## config.mk

```make
export PLATFORM = sky130hd
export DESIGN_NAME = uart_word_tx
export DESIGN_NICKNAME = d
export VERILOG_FILES = /design/src/rtl/uart_word_tx.sv
export SDC_FILE = /design/constraint.sdc
export NUM_CORES = 1
export LEC_CHECK = 0
export CAP_MARGIN = 40
export CORE_ASPECT_RATIO = 0.5
export CORE_MARGIN = 3
export CORE_UTILIZATION = 45
export CTS_BUF_LIST = sky130_fd_sc_hd__clkbuf_4 sky130_fd_sc_hd__clkbuf_8
export CTS_CLUSTER_SIZE = 30
export DETAILED_ROUTE_END_ITERATION = 8
export HOLD_SLACK_MARGIN = 0.15
export SYNTH_ARGS = -nofsm -noshare
export SYNTH_HDL_FRONTEND = slang
export SYNTH_SLANG_ARGS = --single-unit
```

## constraint.sdc

```tcl
create_clock -name clk -period 3.7 [get_ports clk]
set_input_delay 0.74 -clock clk [delete_from_list [all_inputs] [get_ports clk]]
set_output_delay 0.74 -clock clk [all_outputs]
set_load 0.02 [all_outputs]
```

## src/rtl/uart_word_tx.sv

```systemverilog
// Word-to-byte transmit controller: buffers whole words in a small FIFO and sends each
// as a framed packet (optional header, payload in chosen order, optional XOR checksum).
module uart_word_tx #(
  parameter int          BYTES     = 4,
  parameter int          DEPTH     = 4,
  parameter int          MSB_FIRST = 0,
  parameter int          HDR_EN    = 1,
  parameter logic [7:0]  HDR       = 8'hA5,
  parameter int          CSUM_EN   = 1
) (
  input  logic                     clk,
  input  logic                     rst,
  input  logic                     word_valid,
  input  logic [8*BYTES-1:0]       word_data,
  output logic                     word_ready,
  output logic                     tx_start,
  output logic [7:0]               tx_data,
  input  logic                     tx_busy,
  input  logic                     tx_done,
  output logic                     word_sent,
  output logic [$clog2(DEPTH):0]   level,
  output logic                     busy,
  output logic                     overflow,
  output logic [1:0]               dbg_state
);

  localparam int AW = $clog2(DEPTH);
  localparam int L  = BYTES + HDR_EN + CSUM_EN;
  localparam int IW = $clog2(L + 1);
  localparam logic [IW-1:0] LAST = IW'(L - 1);

  typedef enum logic [1:0] {
    S_IDLE  = 2'd0,
    S_ISSUE = 2'd1,
    S_WAIT  = 2'd2
  } state_t;

  // Handshakes: producer word is taken on word_valid && word_ready; the byte UART is
  // asked with a one-cycle tx_start and answers with a one-cycle tx_done.
  state_t state, state_n;

  logic [8*BYTES-1:0] mem [DEPTH];
  logic [AW:0]        wr_ptr, rd_ptr;
  logic [8*BYTES-1:0] hold;
  logic [IW-1:0]      idx;
  logic [7:0]         csum;
  logic               full, empty, push, pop;
  logic               done_ok, issue, fold_done, last_done;
  logic               is_hdr, is_csum, is_payload;
  logic [7:0]         pay_byte, sel_byte;
  int                 pay_idx;

  assign full       = (wr_ptr ^ rd_ptr) == {1'b1, {AW{1'b0}}};
  assign empty      = wr_ptr == rd_ptr;
  assign word_ready = ~full;
  assign level      = wr_ptr - rd_ptr;
  assign push       = word_valid & ~full;
  assign dbg_state  = state;

  always_ff @(posedge clk) begin
    if (push) mem[wr_ptr[AW-1:0]] <= word_data;
  end

  always_ff @(posedge clk or negedge rst) begin
    if (!rst) state <= S_IDLE;
    else      state <= state_n;
  end

  // A tx_done coinciding with our own tx_start belongs to nothing we issued.
  assign done_ok = tx_done & ~tx_start;

  always_comb begin
    state_n = state;
    case (state)
      S_IDLE:  if (!empty) state_n = S_ISSUE;
      S_ISSUE: if (!tx_busy) state_n = S_WAIT;
      S_WAIT:  if (done_ok) state_n = (idx == LAST) ? S_IDLE : S_ISSUE;
      default: state_n = S_IDLE;
    endcase
  end

  always_comb begin
    pop       = (state == S_IDLE) & ~empty;
    issue     = (state == S_ISSUE) & ~tx_busy;
    fold_done = (state == S_WAIT) & done_ok;
    last_done = fold_done & (idx == LAST);
    busy      = state != S_IDLE;
  end

  assign pay_idx = int'(idx) - HDR_EN;

  always_comb begin
    pay_byte = 8'h00;
    for (int k = 0; k < BYTES; k++) begin
      if (((MSB_FIRST != 0) ? (BYTES - 1 - k) : k) == pay_idx) pay_byte = hold[8*k +: 8];
    end
    is_hdr     = (HDR_EN != 0) && (idx == '0);
    is_csum    = (CSUM_EN != 0) && (idx == LAST);
    is_payload = ~is_hdr & ~is_csum;
    sel_byte   = is_hdr ? HDR : (is_csum ? csum : pay_byte);
  end

  always_ff @(posedge clk or negedge rst) begin
    if (!rst) begin
      wr_ptr    <= '0;
      rd_ptr    <= '0;
      hold      <= '0;
      idx       <= '0;
      csum      <= 8'h00;
      tx_start  <= 1'b0;
      tx_data   <= 8'h00;
      word_sent <= 1'b0;
      overflow  <= 1'b0;
    end else begin
      tx_start  <= issue;
      word_sent <= last_done;
      if (push) wr_ptr <= wr_ptr + (AW+1)'(1);
      if (word_valid && full) overflow <= 1'b1;
      if (pop) begin
        rd_ptr <= rd_ptr + (AW+1)'(1);
        hold   <= mem[rd_ptr[AW-1:0]];
        idx    <= '0;
        csum   <= 8'h00;
      end
      if (issue) tx_data <= sel_byte;
      // tx_data still holds the byte just completed, so fold it directly.
      if (fold_done) begin
        if (is_payload) csum <= csum ^ tx_data;
        if (idx != LAST) idx <= idx + IW'(1);
      end
    end
  end

endmodule

```

[Word-level counts from Yosys, hierarchy flattened]
Memory sizes are Yosys's and may differ from the RTL's. A register that Yosys moved wholly into a read port is not among the register bits.
Index checks and enable logic that the tools add are counted.
Storage, ports and cells
  memories: 1
  bits in writable memories: 128
  output and inout bits: 18
  register bits: 30
Operators by class
  bitwise operators: 15
  reductions and logical operators: 7
  mux-type cells: 19
  $add $sub $neg: 5
  equality and inequality tests: 12
Memory list
  mem: depth 4, width 32, read ports 1, clocked after Yosys merged registers in 1, write ports 1, line 42  | logic [8*BYTES-1:0] mem [DEPTH];
Operator list (count)
  8-bit 2-to-1 mux: 9
  32-bit zero test: 1
  3-bit by 1-bit adder with 3-bit output (second input constant): 3
  3-bit 2-to-1 mux: 3
  3-bit by 4-bit equality test with 1-bit output (first input constant): 2
  8-bit bitwise XOR: 1
  1-bit bitwise AND: 7
  3-bit equality test (second input constant): 2
  2-bit 2-to-1 mux: 3
  2-bit inequality test (second input constant): 3
  1-bit NOT: 6
  2-bit one-hot mux with 3 select lines: 1
  2-bit by 4-bit equality test with 1-bit output (first input constant): 1
  3-bit by 1-bit subtractor with 4-bit output (second input constant): 1
  3-bit equality test: 1
  3-bit zero test: 1
  1-bit 2-to-1 mux: 3
  3-bit inequality test (second input constant): 1
  3-bit AND reduction: 1
  3-bit subtractor: 1
  3-bit bitwise XOR: 1
  2-bit by 1-bit equality test with 1-bit output (second input constant): 1
  2-bit equality test (second input constant): 1
  2-bit zero test: 1
  3 further kinds: 3

[Depth between registers and ports, before layout]
  depth after elaboration: 8
  depth in mapped cells: 9
  depth with buffers taken out: 6

[Worst setup path before layout]
Ideal clock, no wire load.
  path kind: flip-flop to flip-flop
  start point: reg rd_ptr[1]
  end point: mem mem[3][0] (netlist name), enable pin
  required time: 3306 ps
  setup slack: 853 ps
  data arrival time: 2454 ps
  path buffers: 2
  cell stages (with the launch flop): 7
  cell sequence: dfrtp_1 -> buf_2 -> buf_1 -> inv_1 -> ha_1 -> a31oi_1 -> and2_1
Between the ends
  cells in the longest elaborated chain, start to end: 6
Ends and longest elaborated chain
  from (decl): line 43  | logic [AW:0] wr_ptr, rd_ptr;
  from (signal assigned): line 120  | rd_ptr <= rd_ptr + (AW+1)'(1);
  3-bit bitwise XOR: line 53  | assign full = (wr_ptr ^ rd_ptr) == {1'b1, {AW{1'b0}}};
  3-bit equality test: line 53
  1-bit NOT: line 57  | assign push = word_valid & ~full;
  1-bit bitwise AND: line 57
  1-bit 2-to-1 mux: line 61  | if (push) mem[wr_ptr[AW-1:0]] <= word_data;
  1-bit 2-to-1 mux (not written as such): line 61
  to (decl): line 42
Every way passes these cells.

[Worst setup path in the final report]
  start point: reg wr_ptr[0]
  end point: out level[2]
Between the ends
  cells in the longest elaborated chain, start to end: 1
Ends and longest elaborated chain
  from (decl): line 43
  from (signal assigned): line 117  | if (push) wr_ptr <= wr_ptr + (AW+1)'(1);
  3-bit subtractor: line 56  | assign level = wr_ptr - rd_ptr;
  to (decl): line 21  | output logic [$clog2(DEPTH):0] level,
Every way passes these cells.

==> out/metrics.cfg <==
[status]
status=finished clean

[clock_tree]
clk_pin_slew_ns=0.11
insertion_delay_ns=0.46
clkSinkCount=190
h-tree-depth=4
cts-resized-gates=0
cts_tree=yes
post_cts_buffers=0
cts-hold-fix-buffers=0
clockBufferDepth=2
cts_buffers=17
clockRootBuffer=clkbuf_8

[timing]
finalSetupViolations=0
final.setup.tns_ns=0
max_freq_ghz=0.3288
fin_hold_ws_ns=0.3592
hold_viol=0
relSlewSlack_pct=46.44
period_needed_ns=3.041
worst_pin_slew_ns=0.8034
rsz0062_at_grt=false
final_max_slew_viol_count=0
finalClockSkew_ns=0.02076
fin_crit_sh_pct=82.19

[cells_and_area]
diodes=0
fin_cells=736
final_nets=548
final_core_util_pct=53.93
drive_gt1_share_pct=22.79
area_delta_synth_final_pct=15.55

[worst_setup_path]
path_class=flip-flop to output pin
cp-end-kind=output pin
cp.required_ns=2.96
rr_startpoint=wr_ptr[0]
critPathMaxStageDelay_ns=0.62
arrival_ns=2.30
crit_chain=inv_1, ha_1, fa_1, xnor2_1, clkdlybuf4s50_1
cp-startpoint=wr_ptr[0]
start_kind=flip-flop
ff2ff_path_depth=5
cp_max_fo=4
cp_slowest_cell=clkdlybuf4s50_1

[synth]
synth_edf_count=128
synth.distinct_cells=48
synth_common_cells=edfxtp_1, dfrtp_1, mux4_2, nand2_1, mux2_2
synth_area_leaders=edfxtp_1, dfrtp_1, mux4_2
synth_top_area_cell=edfxtp_1
syn_nets=483
async_flop_share_pct=32.63
ys_ff_latch=190
synth_most_common_cell=edfxtp_1
yosys_warnings=0
synthFlopType=edfxtp_1
synth_area_um2=7747
yosysTopAreaCellShare_pct=49.61
syn_inst=431
ys_seq_area_share_pct=69.64
synth.avg_cell_area_um2=17.98

[global_route]
grt_pass1_vias=4174
grt_max_degree=35
track_usage_pct=17.41
antenna_found_initial=0
grt-ovfl-total=0
grt_pass1_wl_um=24610

[die]
start_util_pct=46.68
core_area_um2=16600
die-width_um=191.6
dieHeight_um=98.78
die-area_um2=18920
io_pins=55
placementRows=33

[power_and_ir_drop]
vdd_drop_max_mv=0.7269
power_density_nw_per_um2=801.4
finalPower_mw=7.174
p_leak_nw=3.268

[detailed_routing]
viasPerCell=5.298
drt-pass1-iter-count=6
avgRoutedWirePerCell_um=20.14
drt_wl_total_um=14830
initialDrtViolationCount=295
drc=0
num_vias=3899
drtAntennaViolNets=0

[run]
cap_violations=0

[worst_hold_path]
hold_class=input pin to async pin

[place]
port-buffer-count=54
dpl.hpwl_um=9341
placed_cells=704
place_congestion=0.7404

==> stage by stage <==
stage	setup slack, ns	area, um^2
after floorplan	0.8526	7747
after global placement	0.9929	8533
after detailed placement	0.9822	8533
after CTS	0.6236	8952
after global routing	0.4805	8952
final	0.6589	8952
==> critical path, delay by kind of cell, from the launching register on <==
kind	cells	cell delay, ns
buffers and inverters	2	0.72
adders and majority gates	2	0.59
DFF	1	0.38
xor gates and xnor gates	1	0.16
==> logic make-up (layout without fill, tap and decap cells) <==
family | after synthesis | after routing | share of synthesized area (%)
compound gates | 39 | 39 | 3.537
fa+ha+maj | 15 | 15 | 2.519
mux | 73 | 73 | 15.91
xor+xnor | 7 | 7 | 0.7914
flops | 190 | 190 | 69.64
buf+inv | 28 | 106 | 1.906
simple gates | 79 | 79 | 5.701
==> where the power goes <==
| group | internal (mW) | switching [mW] | total, mW |
|---|---|---|---|
| Clock | 0.528 | 0.861 | 1.39 |
| Sequential | 2.91 | 0.281 | 3.19 |
| Combinational | 1.32 | 1.28 | 2.60 |
==> cell type report <==
cell class	instances	area, um^2
timing repair buffer	64	610.6
clock buffer	17	234.0
fill	1355	7646
tap	227	284.0
sequential	190	5396
clock inverter	15	185.2
inverter	10	37.54
multi-input combinational	213	2205
==> path summary, 6_finish.rpt <==
kind	endpoint	slack [ns]
max in group asynchronous	hold[13]	2.51
min reg2reg	csum[0]	0.49
max reg2reg	mem[3][18]	1.32
min in group clk	csum[0]	0.49
max	level[2]	0.66
min	dbg_state[1]	0.36
==> layout by cell type, fill, tap and decap left out, drive strengths merged, types with 11 or more instances in the layout <==
master / netlist / routed
edfxtp: 128 / 128
dfrtp: 62 / 62
clkdlybuf4s50: 0 / 53
mux2: 33 / 33
nand2: 32 / 32
mux4: 32 / 32
inv: 10 / 18
clkbuf: 4 / 17
ha: 14 / 14
nor2: 13 / 13
buf: 14 / 11
==> routing by layer <==
metal	up-vias	global-route usage [%]	wire, um
met4	0	4.056	68
met1	2028	27.60	7812
met3	6	3.518	418
met2	61	24.84	6526
li1	1804	-	-
met5	-	0	0
==> registers in the layout, summed over array words and instances, names as in the netlist <==
signal,flops
wr_ptr,3
dbg_state,2
word_sent,1
overflow,1
idx,3
hold,32
tx_data,8
rd_ptr,3
csum,8
tx_start,1
mem,128
Power figures use the tool's default switching activity.
